===== src/rtl/deco_fetch_seq.sv =====
// rtl/deco_fetch_seq.sv - fetch/decode/issue sequencer around the instruction decoder
module deco_fetch_seq #(
    parameter int          TIMEOUT      = 16,
    parameter int          CNT_W        = 5,
    parameter logic [31:0] INSTRET_INIT = 32'h0
) (
    input  logic        clock,
    input  logic        resetn,
    input  logic        run,
    input  logic [31:0] pc,
    output logic        mem_req,
    output logic [31:0] mem_addr,
    input  logic        mem_ack,
    input  logic        mem_err,
    input  logic [31:0] mem_rdata,
    output logic [31:0] dec_inst,
    output logic        dec_enable,
    output logic        dec_reset,
    input  logic [11:0] codif,
    output logic        issue_valid,
    input  logic        issue_ready,
    input  logic        exec_done,
    output logic        trap_valid,
    output logic [1:0]  trap_cause,
    input  logic        trap_ack,
    output logic [31:0] instret
);

    typedef enum logic [2:0] {
        S_IDLE, S_FETCH, S_DECODE, S_CHECK, S_ISSUE, S_EXEC, S_TRAP
    } state_t;

    localparam logic [1:0]  CAUSE_MISALIGN = 2'd1;
    localparam logic [1:0]  CAUSE_ILLEGAL  = 2'd2;
    localparam logic [1:0]  CAUSE_FETCH    = 2'd3;
    localparam logic [11:0] ILLEGAL_CODE   = 12'hFFF;

    state_t           state, state_d;
    logic [CNT_W-1:0] tcnt;
    logic             start_fetch;
    logic             retire;
    logic [1:0]       cause_d;

    always_ff @(posedge clock or negedge resetn) begin
        if (!resetn) state <= S_IDLE;
        else         state <= state_d;
    end

    always_comb begin
        state_d     = state;
        start_fetch = 1'b0;
        retire      = 1'b0;
        cause_d     = 2'd0;
        case (state)
            S_IDLE: begin
                if (run) begin
                    if (pc[1:0] != 2'b00) begin
                        state_d = S_TRAP;
                        cause_d = CAUSE_MISALIGN;
                    end else begin
                        state_d     = S_FETCH;
                        start_fetch = 1'b1;
                    end
                end
            end
            // error beats ack, ack beats the timeout on the final cycle
            S_FETCH: begin
                if (mem_err) begin
                    state_d = S_TRAP;
                    cause_d = CAUSE_FETCH;
                end else if (mem_ack) begin
                    state_d = S_DECODE;
                end else if (tcnt == CNT_W'(TIMEOUT - 1)) begin
                    state_d = S_TRAP;
                    cause_d = CAUSE_FETCH;
                end
            end
            S_DECODE: state_d = S_CHECK;
            S_CHECK: begin
                if (codif == ILLEGAL_CODE) begin
                    state_d = S_TRAP;
                    cause_d = CAUSE_ILLEGAL;
                end else begin
                    state_d = S_ISSUE;
                end
            end
            S_ISSUE: if (issue_ready) state_d = S_EXEC;
            S_EXEC: begin
                if (exec_done) begin
                    retire = 1'b1;
                    if (!run) begin
                        state_d = S_IDLE;
                    end else if (pc[1:0] != 2'b00) begin
                        state_d = S_TRAP;
                        cause_d = CAUSE_MISALIGN;
                    end else begin
                        state_d     = S_FETCH;
                        start_fetch = 1'b1;
                    end
                end
            end
            S_TRAP: if (trap_ack) state_d = S_IDLE;
            default: state_d = S_IDLE;
        endcase
    end

    always_ff @(posedge clock or negedge resetn) begin
        if (!resetn) begin
            tcnt       <= '0;
            mem_addr   <= 32'h0;
            dec_inst   <= 32'h0;
            instret    <= INSTRET_INIT;
            trap_cause <= 2'd0;
        end else begin
            tcnt <= (state == S_FETCH) ? tcnt + CNT_W'(1) : '0;
            if (start_fetch)
                mem_addr <= pc;
            if (state == S_FETCH && mem_ack && !mem_err)
                dec_inst <= mem_rdata;
            if (retire)
                instret <= instret + 32'd1;
            if (state != S_TRAP)
                trap_cause <= (state_d == S_TRAP) ? cause_d : 2'd0;
            else if (trap_ack)
                trap_cause <= 2'd0;
        end
    end

    assign mem_req     = (state == S_FETCH);
    assign dec_enable  = (state == S_DECODE);
    assign dec_reset   = (state == S_IDLE);
    assign issue_valid = (state == S_ISSUE);
    assign trap_valid  = (state == S_TRAP);

endmodule


===== config.mk =====
export PLATFORM = sky130hd
export DESIGN_NAME = deco_fetch_seq
export DESIGN_NICKNAME = d
export VERILOG_FILES = /design/src/rtl/deco_fetch_seq.sv
export SDC_FILE = /design/constraint.sdc
export NUM_CORES = 1
export LEC_CHECK = 0
export ABC_AREA = 0
export CAP_MARGIN = 0
export CORE_UTILIZATION = 39
export DETAILED_ROUTE_END_ITERATION = 8
export GPL_ROUTABILITY_DRIVEN = 0
export PLACE_DENSITY = 0.77
export SETUP_SLACK_MARGIN = 0.05
export SYNTH_ARGS = -nofsm -noshare
export SYNTH_HDL_FRONTEND = slang
export SYNTH_SLANG_ARGS = --single-unit

===== constraint.sdc =====
create_clock -name clock -period 1.9 [get_ports clock]
set_input_delay 0.475 -clock clock [delete_from_list [all_inputs] [get_ports clock]]
set_output_delay 0.475 -clock clock [all_outputs]
set_load 0.005 [all_outputs]

## Word level (Yosys, flattened, before mapping)

Index checks and enable logic that the tools add are counted.

| cells by class | value |
|---|---|
| multiplexer cells | 29 |
| equal/unequal tests | 10 |
| add/subtract/negate cells | 2 |
| reduce and logical (&&, ||, !) cells | 6 |

Operator list:

| operator | number |
|---|---|
| $add A32 B1 Y32 const B | 1 |
| $mux W3 | 9 |
| $pmux W3 S7 | 1 |
| $mux W2 | 10 |
| $eq A12 B12 Y1 const B | 1 |
| $eq A3 B3 Y1 const B | 4 |
| $pmux W2 S4 | 1 |
| $eq A3 B2 Y1 const B | 2 |
| $mux W1 | 6 |
| $add A5 B1 Y5 const B | 1 |
| $eq A5 B4 Y1 const B | 1 |
| $mux W5 | 1 |
| $reduce_bool A2 Y1 | 2 |
| $eq A3 B1 Y1 const B | 1 |
| $logic_not A3 Y1 | 1 |
| $ne A3 B3 Y1 const B | 1 |
| $logic_and A1 B1 Y1 | 2 |
| $pmux W1 S2 | 1 |
| $logic_not A1 Y1 | 1 |

| word-level totals | value |
|---|---|
| logic and storage cells | 53 |
| flip-flop bits (word level) | 106 |
| bits of input ports | 84 |
| output and inout bits | 103 |

## Logic depth before layout (Yosys ltp)

Gate-level depths: netlist (run 1).

| depth | value |
|---|---|
| depth in word-level cells | 8 |
| mapped depth | 7 |
| gate-level depth less buffers | 7 |

## Least setup slack after synthesis (run 1)

Ideal clock, no wire load.

| path | value |
|---|---|
| path type | input-to-reg |
| start | input port pc[1] |
| end | register mem_addr[23] |
| stages on the path | 4 |
| arrival time | 1726 ps |
| path buffers | 1 |
| library setup time | 125 ps |
| data required time | 1775 ps |
| setup slack | 49 ps |
| cell sequence | or3b_2 -> nor2_2 -> buf_2 -> mux2_2 |

| between the ends | value |
|---|---|
| longest elaborated chain between the ends | 5 |

Ends and longest elaborated chain:

| element | RTL line | RTL |
|---|---|---|
| from (decl) | 10 | `input logic [31:0] pc,` |
| $reduce_bool A2 Y1 (*) | 57, 93 |  |
| $mux W1 (*) | 57, 93 |  |
| $mux W1 (*) | 56 | `if (run) begin` |
| $mux W1 | 89 | `if (exec_done) begin` |
| $pmux W1 S2 (*) | 54 | `case (state)` |
| to (signal assigned) | 117 | `mem_addr <= pc;` |
| to (decl) | 12 | `output logic [31:0] mem_addr,` |

Every way passes the cells marked *; elsewhere a longest branch is shown, timed or not.
A chain may end at the register's enable or synchronous reset.

## Worst setup path after layout (run 1)

| path | value |
|---|---|
| start | register state[0] |
| end | register mem_addr[27] |

| between the ends | value |
|---|---|
| longest elaborated chain between the ends | 2 |
| elaborated cells on any way between the ends | 3 |
| classes of those cells | eq/ne (1); mux (1); reduce/logical (1) |

Ends and longest elaborated chain:

| element | RTL line | RTL |
|---|---|---|
| from (decl) | 38 | `state_t state, state_d;` |
| from (signal assigned) | 46 | `else state <= state_d;` |
| $eq A3 B3 Y1 / $logic_not A3 Y1 (equally long branches) | 54 |  |
| $pmux W1 S2 (*) | 54 |  |

Marks and branches as above.

==> out/qor.txt, run 1 <==
CTS Sinks: 106
Cell chain of the critical path: buf_6 -> nor2b_4 -> buf_6 -> a211o_1 -> nor2_4 -> buf_6 -> clkbuf_16 -> mux2_4
Die span in x: 109 um
Number of global-route vias before repair: 3612
Max cap viols: 0
Share of async-settable or async-resettable flops after synthesis: 1.00
Clock latency at the later pin of the worst-skew pair: 350 ps
Fin crit period: 1890 ps
Die boundary height: 109 um
Most used cells in the layout excluding fill and tap cells: sky130_fd_sc_hd__clkdlybuf4s50_1, sky130_fd_sc_hd__dfrtp_1, sky130_fd_sc_hd__mux2_2, sky130_fd_sc_hd__mux2_4, sky130_fd_sc_hd__xor2_1
Post-synthesis sequential element count: 106
Wire length of the first global-routing pass: 17.6 mm
Synthesized net count: 423
CTS tree: built
Predominant post-synthesis flop cell: sky130_fd_sc_hd__dfrtp_1
Fraction of the cycle the final worst path needs: 0.997
Origin of the critical flop-to-flop path: state[0]
Total of buffers placed on input and output ports: 186
Number of nets at the end of the flow: 642
Layout overhead on the synthesized area: 65.8%
Placed instance area: 6570 um^2
Worst setup slack for register-to-register paths: 5 ps
Total iterations of the first detailed-routing run: 4
Antenna fix cells: 0
Routed wire length: 11.4 mm
Initial antenna violation count: 0
IO Pins: 187
Most frequent standard cell in the layout excluding fill and tap cells: sky130_fd_sc_hd__clkdlybuf4s50_1
Overall fraction of global-route tracks in use: 0.196
Maximum level of the CTS H-tree: 3
Crit Reg-Reg Endpoint: mem_addr[27]
Die area: 11800 um^2
Synthesized area per cell: 13.2 um^2
Maximum achievable frequency: 0.528 GHz
Core Area: 11000 um^2
Max Root-Sink Buffers: 2
Count of cells along the worst register-to-register path: 8
Count of mapped cells out of synthesis: 336
Unrepaired setup endpoints after global routing: true
Number of distinct standard cells referenced by the synthesized netlist: 36
Cell total after placement: 664
Type of the worst setup path: flop to flop
Most prevalent standard cell on the critical path: sky130_fd_sc_hd__buf_6
Slew at the pin closest to its max-slew limit: 507 ps
Worst slew margin: 0.661
Final hold viol count: 0
Leak pwr: 3.36 nW
Routed via count: 3482
Routed vias/inst: 4.97
Worst Path Max Fanout: 5
Non-Filler Instances: 700
Total chip power: 8.83 mW
Share of layout cells above drive strength 1: 0.279
Core Rows: 38
CTS clk-pin slew, worst paths: 70 ps
Hold slack: 66.8 ps
Half-perimeter wire length after detailed placement: 7.71 mm
Cell with the largest stage delay on the worst path: sky130_fd_sc_hd__dfrtp_1
Critical path startpoint category: flop
Total CTS buffers: 9
Pins Over Slew Limit: 0
Starting density of the core: 0.405
Number of flops mapped to enable cells by yosys: 0
Violation count after the first detailed-route iteration: 133
Delay contributed by the slowest stage of the critical path: 390 ps
Portion of the post-synthesis area used by sequential elements: 0.597
Remaining antenna violation count: 0
Setup total negative slack: 0 ps
Average detailed-routed wire length per instance: 16.3 um
Cell area after synthesis: 4440 um^2
Crit path required time: 2130 ps
Fill cell instance count of the final layout: 813
Area of all sequential standard cells: 2660 um^2
Syn. warnings: 0
Setup violators final: 0
Cell chosen for the clock root: sky130_fd_sc_hd__clkbuf_16
Maximum number of pins on one net before global-route repair: 38
Multi-input gate area in the final layout: 1910 um^2
Remaining global-route overflow: 0
Non-Filler Cell Area, Final: 7370 um^2
Count of unresolved DRC violations after routing: 0
CP Capture Type: flop
Power density over the cells: 1200 nW/um^2
Clock skew: 5.00 ps
Path category of the worst min-delay check: input pin to async pin
Hold buffers post-CTS: 0
Run status: finished, final reports clean
IR Drop Worst-Case VDD: 0.981 mV
CP Data Arrival Time: 2130 ps
synth_stat cells (all sizes together) (5+ instances only):
cell      n  share of area
nand3    14          0.016
nor4      5         0.0070
and3      5         0.0070
xor2     22          0.043
and4      5         0.0099
nor2     10         0.0090
inv       7         0.0059
nor3     20          0.023
xnor2    11          0.022
nand2    13          0.011
dfrtp   106           0.60
nand4    13          0.022
buf      11          0.017
mux2     63           0.16
clkbuf    5         0.0042
repair_timing:
action,4_1_cts,5_1_grt
endpoints found under the setup margin,39,98
gates resized for setup,59,42
setup buffers,9,7
pin swaps,3,7
gates cloned,1,3
hold endpoints to repair,0,0
layout make-up:
type / instances / area share
sequential: 106 / 0.362
clock buffer: 11 / 0.0329
inverter: 7 / 0.00391
multi-input combinational: 207 / 0.259
tap: 140 / 0.0238
timing repair buffer: 224 / 0.312
clock inverter: 5 / 0.00730
critical path, delay by kind of cell (launching register included):
family / cells / cell delay, ps
flip-flops: 1 / 390
AND/OR/NAND/NOR: 2 / 270
multiplexers: 1 / 300
AO/OA/AOI/OAI: 1 / 280
buffers and inverters: 4 / 530
cell families after synthesis:
kind of cell             Yosys count  synth area share
flip-flops                       106             0.597
multiplexers                      63             0.160
AO/OA/AOI/OAI                     11            0.0186
AND/OR/NAND/NOR                   97             0.124
buffers and inverters             23            0.0276
adder cells (fa/ha/maj)            3           0.00845
XOR/XNOR                          33            0.0651
flip-flops by register name, summed over array words and instances (netlist names):
signal and cells:
mem_addr 32, instret 32, tcnt 5, dec_inst 32
trap_cause 2, state 3
where the power goes:
part / internal, mW / total (mW) / switching [mW]
Sequential: 3.00 / 3.45 / 0.455
Clock: 1.05 / 1.86 / 0.807
Combinational: 2.45 / 3.52 / 1.07
Total: 6.50 / 8.83 / 2.33
worst max-delay path by stage:
stage	slack, ps	endpoint	depth (start not counted)	startpoint
finish	5	mem_addr[27]	8	state[0]
global route	-60	mem_addr[7]	8	state[0]
CTS	-80	mem_addr[23]	8	state[0]
detailed placement	-460	mem_addr[23]	5	run
global placement	-400	mem_addr[20]	5	run
floorplan	90	mem_addr[10]	4	pc[1]
routing by layer:
layer / part of all wire / up-vias / wire, um / track usage
met3: 0.087 / 17 / 994 / 0.0843
met2: 0.50 / 126 / 5670 / 0.319
met4: 0.018 / 0 / 210 / 0.0859
met1: 0.40 / 1721 / 4500 / 0.225
li1: - / 1618 / - / -
met5: 0 / - / 0 / 0
metrics by stage:
stage                      util  worst slack, ps
after detailed placement  0.598             -456
after global placement    0.598             -401
after floorplan               -             90.3
final                     0.671             5.32
after global routing      0.671            -57.2
after CTS                 0.646            -84.0
No activity file was read; power rests on OpenSTA's default activity.
==> inputs of run 2 (changes only) <==
CORE_UTILIZATION = 40   (was 39)
DONT_BUFFER_PORTS = 1   (was not set)
PLACE_DENSITY = not set   (was 0.77)
==> run 2 against run 1 <==
Largest power group is now sequential cells. Via count down 25%. Critical path type unchanged. Clock skew up 4.3 ps. Critical path depth is 2 lower. Largest cell class unchanged. Count of clock-buffer cells in the layout unchanged. Non-clock buffer count down 209. Combinational power fell by 64%. Cell area is 33% lower. Highest routed layer unchanged. First-iteration DRC count rose by 3.8%. The flow now finishes with violations (hold timing). Sequential share of layout area is 18 points higher.
==> out/qor.txt, run 2 (synthesized netlist as in run 1, its figures left out) <==
Run status: finished, violations left
Violations in the final reports: hold timing
Cell chain of the critical path: ha_1 -> and3_1 -> ha_1 -> nor3_2 -> o21bai_1 -> or4_1
Slew at the pin closest to its max-slew limit: 415 ps
Maximum achievable frequency: 0.551 GHz
Count of unresolved DRC violations after routing: 0
Routed via count: 2605
Leak pwr: 2.29 nW
Antenna fix cells: 0
Total met2 wirelength after detailed routing: 4.04 mm
IO Pins: 187
Type of the worst setup path: flop to flop
Unrepaired setup endpoints after global routing: true
Final setup slack of the worst path: 84.9 ps
Fin crit period: 1820 ps
Worst Path Max Fanout: 3
Largest registers in the final layout: dec_inst: 32 flops, instret: 32 flops, mem_addr: 32 flops
Cell chosen for the clock root: sky130_fd_sc_hd__clkbuf_8
Average detailed-routed wire length per instance: 17.7 um
Multi-input gate area in the final layout: 1700 um^2
CP Data Arrival Time: 2040 ps
Crit path required time: 2130 ps
Pins Over Slew Limit: 0
Clock latency at the later pin of the worst-skew pair: 360 ps
Cell total after placement: 475
Crit Reg-Reg Endpoint: state[1]
Maximum number of pins on one net before global-route repair: 107
Die span in x: 107 um
Half-perimeter wire length after detailed placement: 6.07 mm
Overall fraction of global-route tracks in use: 0.150
Share of layout cells above drive strength 1: 0.293
Area of all sequential standard cells: 2650 um^2
CTS Sinks: 106
Wire length of the first global-routing pass: 13.4 mm
CP Capture Type: flop
Non-Filler Instances: 491
Top Layer Used: met4
Max cap viols: 0
Core Area: 10800 um^2
Maximum level of the CTS H-tree: 3
Total iterations of the first detailed-routing run: 5
Die boundary height: 107 um
Fill cell instance count of the final layout: 983
Most used cells in the layout excluding fill and tap cells: sky130_fd_sc_hd__dfrtp_1, sky130_fd_sc_hd__mux2_2, sky130_fd_sc_hd__xor2_1, sky130_fd_sc_hd__nor3_1, sky130_fd_sc_hd__nand3_1
Most frequent standard cell in the layout excluding fill and tap cells: sky130_fd_sc_hd__dfrtp_1
CTS tree: built
Setup violators final: 0
Fraction of the cycle the final worst path needs: 0.955
Violation count after the first detailed-route iteration: 138
Number of nets at the end of the flow: 433
Power density over the cells: 1290 nW/um^2
IR Drop Worst-Case VDD: 0.580 mV
Core Rows: 38
Routed vias/inst: 5.31
Number of global-route vias before repair: 2723
Worst setup slack for register-to-register paths: 80 ps
Final hold viol count: 106
Remaining antenna violation count: 0
Clock skew: 9.32 ps
Delay contributed by the slowest stage of the critical path: 420 ps
Die area: 11500 um^2
Post-placement setup slack: -16.8 ps
Path category of the worst min-delay check: input pin to async pin
Hold slack: -207 ps
Total CTS buffers: 9
Layout overhead on the synthesized area: 10.6%
Met3 WL post-DR: 894 um
Initial antenna violation count: 0
Wire length on met1: 3.57 mm
CTS clk-pin slew, worst paths: 100 ps
Remaining global-route overflow: 0
Origin of the critical flop-to-flop path: tcnt[0]
Critical path startpoint category: flop
Most prevalent standard cell on the critical path: sky130_fd_sc_hd__ha_1
Max Root-Sink Buffers: 2
Total of buffers placed on input and output ports: 0
Starting density of the core: 0.410
Count of cells along the worst register-to-register path: 6
Worst slew margin: 0.721
Cell with the largest stage delay on the worst path: sky130_fd_sc_hd__or4_1
Routed wire length: 8.67 mm
run 2: changes by cell type in the layout (fill, tap and decap cells not counted), moves of 9 or more:
cell and change:
sky130_fd_sc_hd__clkbuf_16 -12, sky130_fd_sc_hd__clkbuf_8 +9, sky130_fd_sc_hd__mux2_2 +24, sky130_fd_sc_hd__clkdlybuf4s50_1 -178, sky130_fd_sc_hd__mux2_4 -25
run 2: per-stage QoR:
step	power, mW	hold WS (ps)	area, um^2	TNS (ps)	utilization
2_1_floorplan	4.48	179	4450	0	-
3_3_place_gp	4.81	181	4660	0	0.430
3_5_place_dp	4.87	182	4660	-16.8	0.430
4_1_cts	6.42	-230	4890	0	0.451
5_1_grt	6.72	-246	4910	-8.46	0.453
6_report	6.33	-207	4910	0	0.453
run 2: what timing repair did:
item                       in CTS  in global routing
buffers inserted                0                  0
pin swaps                       0                  2
hold endpoints to repair      106                106
setup endpoints to repair       4                 31
gates resized for setup         3                  5
run 2: worst max-delay path, delay by kind of cell (launching register included):
family / cells / cell delay, ps
compound gates: 1 / 80
fa+ha+maj: 2 / 420
simple gates: 3 / 780
flops: 1 / 400
run 2: metal layers:
metal  up-vias  track usage
met1      1263        0.177
met2       130        0.236
met5         -            0
met4         0       0.0616
met3        13       0.0702
li1       1199            -
run 2: area by class of cell:
| type | count | area share |
|---|---|---|
| Tap cell | 140 | 0.0357 |
| Sequential cell | 106 | 0.540 |
| Timing Repair Buffer | 15 | 0.0280 |
| Clock buffer | 11 | 0.0288 |
| Clock inverter | 5 | 0.0158 |
| Inverter | 7 | 0.00535 |
| Multi-Input combinational cell | 207 | 0.346 |
run 2: report_power, final:
part / switching, mW / internal (mW)
Combinational: 0.492 / 0.756
Sequential: 0.578 / 2.99
Clock: 0.738 / 0.775
run 2: worst max path at each step:
stage | startpoint | endpoint | slack (ps)
floorplan | pc[1] | mem_addr[10] | 90
global placement | tcnt[0] | state[1] | 20
detailed placement | tcnt[0] | state[1] | -20
CTS | tcnt[0] | state[1] | 30
global route | tcnt[0] | state[1] | -8
finish | tcnt[0] | state[1] | 80
==> inputs of run 3 (changes only) <==
GPL_TIMING_DRIVEN = 0   (was not set)
clock period = 1.6 ns   (was 1.9 ns; I/O delays follow)
==> run 3 against run 2 <==
Cell area up 14%. Power up 26%. Register-to-register slack worse by 200 ps. Critical path depth up 1. Via count up 7.2%. Sequential cell count unchanged. Critical endpoint is now mem_addr[15]. Global-route usage up 1.5 points. Largest cell class unchanged. The flow finishes with violations (hold timing, setup timing). Utilization up 6.3 points.
==> out/qor.txt, run 3 (synthesized netlist as in run 1, its figures left out) <==
Run status: finished, violations left
Violations in the final reports: hold timing, setup timing
Leak pwr: 2.70 nW
Most frequent standard cell in the layout excluding fill and tap cells: sky130_fd_sc_hd__dfrtp_1
Slew at the pin closest to its max-slew limit: 438 ps
Total iterations of the first detailed-routing run: 4
Crit path required time: 1870 ps
Wire length of the first global-routing pass: 14.5 mm
Non-Filler Cell Area, Final: 5600 um^2
Violation count after the first detailed-route iteration: 115
Setup total negative slack: -4700 ps
Most prevalent standard cell on the critical path: sky130_fd_sc_hd__buf_12
Count of cells along the worst register-to-register path: 7
Layout overhead on the synthesized area: 26.0%
Antenna fix cells: 0
Worst setup slack for register-to-register paths: -120 ps
Final setup slack of the worst path: -117 ps
Half-perimeter wire length after detailed placement: 6.35 mm
Core Rows: 38
Share of layout cells above drive strength 1: 0.438
Maximum achievable frequency: 0.583 GHz
Average detailed-routed wire length per instance: 18.8 um
Critical path startpoint category: flop
Final hold viol count: 106
Worst Path Max Fanout: 10
Cell chain of the critical path: buf_6 -> nand2_2 -> a211o_1 -> nor2_4 -> buf_12 -> buf_12 -> mux2_2
Number of global-route vias before repair: 2935
Hold slack: -289 ps
CP Capture Type: flop
Clock latency at the later pin of the worst-skew pair: 370 ps
CTS clk-pin slew, worst paths: 100 ps
Pins Over Slew Limit: 0
Initial antenna violation count: 0
Number of nets at the end of the flow: 462
Die area: 11500 um^2
IO Pins: 187
CTS Sinks: 106
Maximum level of the CTS H-tree: 3
Placed instance area: 4770 um^2
Setup violators final: 85
Maximum number of pins on one net before global-route repair: 107
Count of unresolved DRC violations after routing: 0
CTS tree: built
Post-placement setup slack: -257 ps
Delay contributed by the slowest stage of the critical path: 390 ps
Fin crit period: 1720 ps
Cell with the largest stage delay on the worst path: sky130_fd_sc_hd__dfrtp_1
Overall fraction of global-route tracks in use: 0.165
Most used cells in the layout excluding fill and tap cells: sky130_fd_sc_hd__dfrtp_1, sky130_fd_sc_hd__mux2_2, sky130_fd_sc_hd__mux2_4, sky130_fd_sc_hd__xor2_1, sky130_fd_sc_hd__buf_4
Die boundary height: 107 um
Remaining global-route overflow: 0
Bufs and invs on worst path: 3
Crit Reg-Reg Endpoint: mem_addr[15]
Crit-path leading delay family: buffers and inverters
Largest registers in the final layout: dec_inst: 32 flops, instret: 32 flops, mem_addr: 32 flops
Clock skew: 9.18 ps
IR Drop Worst-Case VDD: 0.988 mV
Power density over the cells: 1420 nW/um^2
Unrepaired setup endpoints after global routing: true
Path category of the worst min-delay check: input pin to async pin
Starting density of the core: 0.410
Type of the worst setup path: flop to flop
Origin of the critical flop-to-flop path: state[0]
Remaining antenna violation count: 0
Routed via count: 2792
CP Data Arrival Time: 1990 ps
Final core area utilization: 0.517
Routed wire length: 9.78 mm
Core Area: 10800 um^2
Routed vias/inst: 5.38
Die span in x: 107 um
Worst slew margin: 0.706
Total CTS buffers: 9
Cell chosen for the clock root: sky130_fd_sc_hd__clkbuf_8
Max cap viols: 0
Total of buffers placed on input and output ports: 0
Max Root-Sink Buffers: 2
Fraction of the cycle the final worst path needs: 1.07
run 3: changes by cell type in the layout (fill, tap and decap cells not counted), sizes merged:
cell | before | now
buf | 15 | 42
clkbuf | 11 | 15
bufinv | 2 | 0
clkinv | 2 | 1
run 3: report_power, final:
part	leakage [nW]	total [mW]	internal, mW	switching, mW
logic	1.27	2.14	1.40	0.735
clock network	0.0855	1.50	0.643	0.861
registers	1.35	4.31	3.56	0.747
run 3: metal layers:
layer	global-route usage	wire [um]	vias to the layer above	part of all wire
met5	0	0	-	0
met3	0.0539	732	11	0.075
met2	0.271	4920	105	0.50
met1	0.196	3960	1422	0.40
met4	0.0793	166	0	0.017
li1	-	-	1254	-
run 3: metrics by stage:
stage | cells | total power [mW]
final | 519 | 7.95
after global routing | 519 | 8.40
after CTS | 508 | 7.56
after detailed placement | 476 | 5.81
after global placement | 476 | 5.74
after floorplan | 336 | 5.39
run 3: layout make-up:
class | count | area [um^2]
Buffer | 12 | 174
Inverter | 7 | 28.8
Clock buffer | 13 | 159
Clock inverter | 2 | 12.5
Tap cell | 140 | 175
Fill cell | 911 | 5240
Sequential cell | 106 | 2660
Timing Repair Buffer | 32 | 305
Multi-Input combinational cell | 207 | 2090
run 3: how the worst max path moves through the flow:
| stage | start | to | slack, ps | cells after the start |
|---|---|---|---|---|
| after CTS | state[1] | instret[14] | -90 | 7 |
| after floorplan | state[0] | mem_addr[10] | 6 | 5 |
| after global routing | state[1] | instret[24] | -190 | 7 |
| after global placement | instret[16] | instret[29] | -250 | 5 |
| final | state[0] | mem_addr[15] | -120 | 7 |
| after detailed placement | instret[16] | instret[26] | -260 | 5 |
run 3: repair_timing:
| action | CTS | global route |
|---|---|---|
| gates cloned | 2 | 1 |
| setup endpoints to repair | 96 | 101 |
| endpoints found under the hold margin | 106 | 106 |
| pin swaps | 9 | 14 |
| resized for setup | 43 | 51 |
| setup buffers | 17 | 12 |
